### src/rtl/add_order_fifo.sv
// add_order_fifo
//   Buffers decoded Add Order messages between add_order_decoder and the next
//   consumer. Each accepted order is tagged with a 16-bit sequence number.
//   Storage is a ring of DEPTH register cells. The head entry is presented
//   first-word-fall-through: out_valid and out_* come only from registers, so
//   no input reaches an output in the same cycle.
//   Orders that arrive while the FIFO is full and no pop happens are dropped.
//   Dropped orders set a sticky overflow flag and increment a saturating drop
//   counter.
//
// Ports
//   clk, rst_n                 clock, asynchronous active-low reset
//   add_order_decoded          one-cycle strobe qualifying the field inputs
//   order_ref/buy_sell/shares/
//   stock_symbol/price         decoded order fields
//   out_valid/out_ready        head-entry handshake
//   out_*                      head-entry fields, out_seq = its sequence tag
//   fill_level                 entries held, 0..DEPTH
//   overflow, drop_count       sticky drop flag, saturating drop counter
//   clear_overflow             clears overflow and drop_count

// One storage slot. Reset to zero so the head bus reads 0 after reset.
module add_order_fifo_cell #(
  parameter int W = 209
) (
  input  logic         clk,
  input  logic         rst_n,
  input  logic         we_i,
  input  logic [W-1:0] d_i,
  output logic [W-1:0] q_o
);
  logic [W-1:0] data_q;

  always_ff @(posedge clk or negedge rst_n) begin
    if (!rst_n)    data_q <= '0;
    else if (we_i) data_q <= d_i;
  end

  assign q_o = data_q;
endmodule

module add_order_fifo #(
  parameter int DEPTH  = 16,
  parameter int ADDR_W = 4
) (
  input  logic              clk,
  input  logic              rst_n,
  input  logic              add_order_decoded,
  input  logic [63:0]       order_ref,
  input  logic              buy_sell,
  input  logic [31:0]       shares,
  input  logic [63:0]       stock_symbol,
  input  logic [31:0]       price,
  output logic              out_valid,
  input  logic              out_ready,
  output logic [63:0]       out_order_ref,
  output logic              out_buy_sell,
  output logic [31:0]       out_shares,
  output logic [63:0]       out_stock_symbol,
  output logic [31:0]       out_price,
  output logic [15:0]       out_seq,
  output logic [ADDR_W:0]   fill_level,
  output logic              overflow,
  output logic [15:0]       drop_count,
  input  logic              clear_overflow
);

  typedef struct packed {
    logic [15:0] seq;
    logic [63:0] order_ref;
    logic        buy_sell;
    logic [31:0] shares;
    logic [63:0] stock_symbol;
    logic [31:0] price;
  } entry_t;

  localparam int ENTRY_W = $bits(entry_t);

  localparam logic [ADDR_W:0]   CNT_FULL = (ADDR_W+1)'(DEPTH);
  localparam logic [ADDR_W:0]   CNT_ONE  = (ADDR_W+1)'(1);
  localparam logic [ADDR_W-1:0] PTR_ONE  = ADDR_W'(1);

  // State
  logic [ADDR_W-1:0] wr_ptr_q, wr_ptr_d;
  logic [ADDR_W-1:0] rd_ptr_q, rd_ptr_d;
  logic [ADDR_W:0]   cnt_q,    cnt_d;
  logic [15:0]       seq_q,    seq_d;
  logic              ovf_q,    ovf_d;
  logic [15:0]       drop_q,   drop_d;

  // Handshake decode
  logic   valid, full, pop, push, drop;
  entry_t wr_entry, head;

  logic [DEPTH-1:0]              cell_we;
  logic [DEPTH-1:0][ENTRY_W-1:0] cell_q;

  assign valid = (cnt_q != '0);
  assign full  = (cnt_q == CNT_FULL);
  assign pop   = valid && out_ready;
  // A full FIFO still takes a new order when the head leaves in the same cycle.
  assign push  = add_order_decoded && (!full || pop);
  assign drop  = add_order_decoded && full && !pop;

  assign wr_entry = '{seq:          seq_q,
                      order_ref:    order_ref,
                      buy_sell:     buy_sell,
                      shares:       shares,
                      stock_symbol: stock_symbol,
                      price:        price};

  always_comb begin
    cell_we = '0;
    if (push) cell_we[wr_ptr_q] = 1'b1;
  end

  for (genvar g = 0; g < DEPTH; g++) begin : g_cell
    add_order_fifo_cell #(.W(ENTRY_W)) u_cell (
      .clk   (clk),
      .rst_n (rst_n),
      .we_i  (cell_we[g]),
      .d_i   (wr_entry),
      .q_o   (cell_q[g])
    );
  end

  // Next-state
  always_comb begin
    wr_ptr_d = push ? wr_ptr_q + PTR_ONE : wr_ptr_q;
    rd_ptr_d = pop  ? rd_ptr_q + PTR_ONE : rd_ptr_q;
    // Dropped orders do not use up a sequence number.
    seq_d    = push ? seq_q + 16'd1      : seq_q;

    cnt_d = cnt_q;
    case ({push, pop})
      2'b10:   cnt_d = cnt_q + CNT_ONE;
      2'b01:   cnt_d = cnt_q - CNT_ONE;
      default: cnt_d = cnt_q;
    endcase

    // Clear is applied first, so a drop in the same cycle leaves count = 1.
    ovf_d  = clear_overflow ? 1'b0  : ovf_q;
    drop_d = clear_overflow ? 16'd0 : drop_q;
    if (drop) begin
      ovf_d = 1'b1;
      if (drop_d != 16'hFFFF) drop_d = drop_d + 16'd1;
    end
  end

  always_ff @(posedge clk or negedge rst_n) begin
    if (!rst_n) begin
      wr_ptr_q <= '0;
      rd_ptr_q <= '0;
      cnt_q    <= '0;
      seq_q    <= '0;
      ovf_q    <= 1'b0;
      drop_q   <= '0;
    end else begin
      wr_ptr_q <= wr_ptr_d;
      rd_ptr_q <= rd_ptr_d;
      cnt_q    <= cnt_d;
      seq_q    <= seq_d;
      ovf_q    <= ovf_d;
      drop_q   <= drop_d;
    end
  end

  // Head presentation. All of these signals come only from registers.
  assign head             = cell_q[rd_ptr_q];
  assign out_valid        = valid;
  assign out_order_ref    = head.order_ref;
  assign out_buy_sell     = head.buy_sell;
  assign out_shares       = head.shares;
  assign out_stock_symbol = head.stock_symbol;
  assign out_price        = head.price;
  assign out_seq          = head.seq;
  assign fill_level       = cnt_q;
  assign overflow         = ovf_q;
  assign drop_count       = drop_q;

endmodule

### config.mk
export PLATFORM = sky130hd
export DESIGN_NAME = add_order_fifo
export DESIGN_NICKNAME = d
export VERILOG_FILES = /design/src/rtl/add_order_fifo.sv
export SDC_FILE = /design/constraint.sdc
export NUM_CORES = 2
export LEC_CHECK = 0
export CAP_MARGIN = 40
export CORE_ASPECT_RATIO = 1.4
export CORE_MARGIN = 8
export CORE_UTILIZATION = 55
export DETAILED_ROUTE_END_ITERATION = 10
export DONT_BUFFER_PORTS = 1
export GPL_TIMING_DRIVEN = 0
export PLACE_DENSITY_LB_ADDON = 0.1
export SLEW_MARGIN = 20
export SYNTH_ARGS = -nofsm -noshare
export SYNTH_HDL_FRONTEND = slang
export SYNTH_SLANG_ARGS = --single-unit
### constraint.sdc
create_clock -name clk -period 3.3 [get_ports clk]
set_clock_uncertainty 0.05 [all_clocks]
set_input_delay 0.66 -clock clk [delete_from_list [all_inputs] [get_ports clk]]
set_output_delay 0.66 -clock clk [all_outputs]
set_load 0.02 [all_outputs]
==> results.py <==
metrics = {
    "outcome": {
        "status": "finished with violations",
        "violations": "negative hold slack, negative setup slack",
    },
    "setup_path": {
        "crit_type": "reg -> out",
        "path_max_fanout": 10,
        "r2r-end": "g_cell[0].u_cell.q_o[21]$_DFFE_PN0P_",
        "reg2reg_slack_ns": -0.13,
        "end_kind": "output pin",
        "crit_arrival_ns": 3.36,
        "required_ns": 2.59,
        "rr_worst_depth": 7,
        "timing.rr.start": "fill_level[4]$_DFFE_PN0P_",
        "cp-start-kind": "flip-flop",
    },
    "timing": {
        "slew_headroom": 0.3233,
        "worstMarginPinSlew_ns": 1.015,
        "timing.final.max_slew_violations": 0,
        "fmax_mhz": 245.8,
        "min_period_ns": 4.068,
        "whs_ns": -0.1026,
        "timing.final.ws_setup_ns": -0.7681,
        "fin_tns_setup_ns": -159.58,
        "hold_viol": 22,
        "rsz0062_at_grt": "yes",
        "finalSetupViolations": 541,
        "fin_crit_sh": 1.233,
    },
    "synth": {
        "synth_area_mm2": 0.1570,
        "ys_async_sr_fraction": 1.000,
        "synth_ff_type": "dfrtp_1",
        "syn_nets": 9255,
        "seq_area_frac_synth": 0.5405,
        "synthDistinctLibCells": 49,
        "syn_inst": 9045,
        "synth_seq_cells": 3390,
        "yosysWarnings": 0,
        "avgSynthCellArea_um2": 17.35,
        "synth-edff-count": 0,
    },
    "drt": {
        "drt_iter0_drc": 6201,
        "num_vias": 87033,
        "drc": 0,
        "detail-route-antenna-nets": 0,
        "firstDrtPassIters": 7,
        "via_per_inst": 6.267,
        "wl_per_cell_um": 33.67,
        "routed_wl_mm": 467.6,
    },
    "clock_network": {
        "clkLatencyLatePin_ns": 0.91,
        "cts_buffer_depth": 4,
        "cts_buffers": 340,
        "cts_tree": "done",
        "clock-root-buffer": "clkbuf_16",
        "clock-sinks": 3390,
        "cts_max_level": 5,
        "clk_pin_slew_ns": 0.06,
    },
    "pwr": {
        "max-vdd-ir-drop_mv": 0.6286,
        "leakage_nw": 78.89,
        "powerDensity_mw_per_mm2": 1117,
    },
    "placement": {
        "gp_congestion": 0.8252,
        "placed_area_mm2": 0.1643,
        "port-buffer-count": 0,
        "dpl.cell_count": 12958,
        "dp.final_hpwl_mm": 310.2,
        "dp_slack_ns": -3.260,
    },
    "final_layout": {
        "stdcell_area_mm2": 0.1817,
        "drive_gt1_frac": 0.5739,
        "nNetsFinal": 10054,
        "fill_cells": 20149,
        "syn_to_final_growth_pct": 15.76,
        "final_common_cell": "dfrtp_1",
        "stdcell_count": 13887,
        "mostFrequentLayoutCells": "dfrtp_1 (3385), mux2_2 (2168), mux2_4 (1176)",
    },
    "die": {
        "die-area_mm2": 0.3030,
        "die_w_um": 467.5,
        "ios": 430,
        "rows": 232,
        "dieHeight_um": 648.1,
        "core_area_mm2": 0.2845,
        "start_util": 0.5517,
    },
    "global_route": {
        "first_global_vias": 96543,
        "antenna_found_initial": 27,
        "grt_pass1_wl_mm": 684.2,
        "overflow": 0,
        "grtUsageTotal": 0.3068,
        "grt_start_max_net_pins": 190,
    },
    "flow_run": {
        "cap_violations": 0,
    },
    "hold_path": {
        "hp-class": "in -> async",
    },
}
## how the worst max path moves through the flow
stage,from,end,slack [ns],cells past startpoint
after floorplan,fill_level[1]$_DFFE_PN0P_,fill_level[4]$_DFFE_PN0P_,0.01,11
after global placement,rd_ptr_q[1]$_DFFE_PN0P_,out_seq[1],-3.81,8
after detailed placement,rst_n,g_cell[13].u_cell.q_o[87]$_DFFE_PN0P_,-3.26,7
after CTS,rd_ptr_q[0]$_DFFE_PN0P_,out_shares[2],-0.84,7
after global routing,rd_ptr_q[0]$_DFFE_PN0P_,out_seq[14],-0.81,7
final,rd_ptr_q[0]$_DFFE_PN0P_,out_order_ref[1],-0.77,7
## logic make-up (layout without fill, tap and decap cells)
family | count (synthesis) | count (layout) | share of synthesized area
mux | 4395 | 4395 | 0.4128
flops | 3390 | 3390 | 0.5405
buf+inv | 861 | 1922 | 0.03055
simple gates | 188 | 188 | 0.006784
compound gates | 169 | 169 | 0.006752
xor+xnor | 30 | 30 | 0.001674
fa+ha+maj | 12 | 12 | 0.001004
other cells | 0 | 37 | 0
## per-layer routing
metal	track usage	routed length [um]	up-vias
met2	0.5048	229600	2467
li1	-	-	35344
met1	0.4059	186900	48344
met3	0.05924	28820	876
met5	0	15	-
met4	0.1220	22280	2
## synthesized netlist by cell type, drive strengths merged (6+ instances only)
cell type	n	area share
dfrtp	3390	0.54
mux2	3349	0.27
mux4	974	0.14
buf	489	0.022
clkbuf	359	0.0086
a21oi	78	0.0025
nor2b	77	0.0031
a211oi	73	0.0035
mux2i	72	0.0046
nand2	28	0.00070
nor2	25	0.00060
xnor2	24	0.0013
nand3	15	0.00048
inv	12	0.00029
ha	11	0.00088
o21ai	9	0.00031
nor3	8	0.00026
xor2	6	0.00033
## final cells by class
| type | count | area (um^2) | area share |
|---|---|---|---|
| inverters | 13 | 52.55 | 0.0002892 |
| flip-flops and latches | 3390 | 84840 | 0.4669 |
| plain buffers | 844 | 6375 | 0.03509 |
| clock inverters | 116 | 1299 | 0.007148 |
| well taps | 3744 | 4684 | 0.02578 |
| repair buffers | 461 | 6262 | 0.03447 |
| multi-input cells | 4794 | 68120 | 0.3749 |
| diodes | 37 | 92.59 | 0.0005096 |
| clock buffers | 488 | 9963 | 0.05484 |
## through the flow
stage	utilization	power, mW
final	0.6387	203.0
after global routing	0.6385	211.5
after CTS	0.6330	201.7
after detailed placement	0.5775	157.1
after floorplan	-	128.2
after global placement	0.5682	150.2
## flip-flops by register name, summed over array words and instances, names as in the netlist
signal	count
drop_count	16
g_cell.u_cell.q_o	3344
overflow	1
wr_ptr_q	4
seq_q	16
fill_level	5
rd_ptr_q	4
## worst max-delay path, stage by stage, from the launching register on
cell     delay, ns
dfrtp_2       0.43
buf_12        0.20
buf_12        0.21
buf_16        0.24
buf_6         0.27
mux4_2        0.53
mux2i_1       0.28
a21oi_2       0.23
## power breakdown
group | total (mW) | internal, mW | switching, mW
clock | 39.8 | 22.9 | 16.9
sequential | 71.8 | 61.3 | 10.5
combinational | 91.4 | 49.4 | 42.0
## repair_timing
action                     in CTS  in global routing
hold buffers                  199                  6
pin swaps                      17                 24
buffers inserted               19                 43
setup endpoints to repair    1718               1246
gates resized for setup       530                235
cloned                         10                  9
hold endpoints to repair     1732                559
Note: power is estimated with default switching activity, not from simulation.
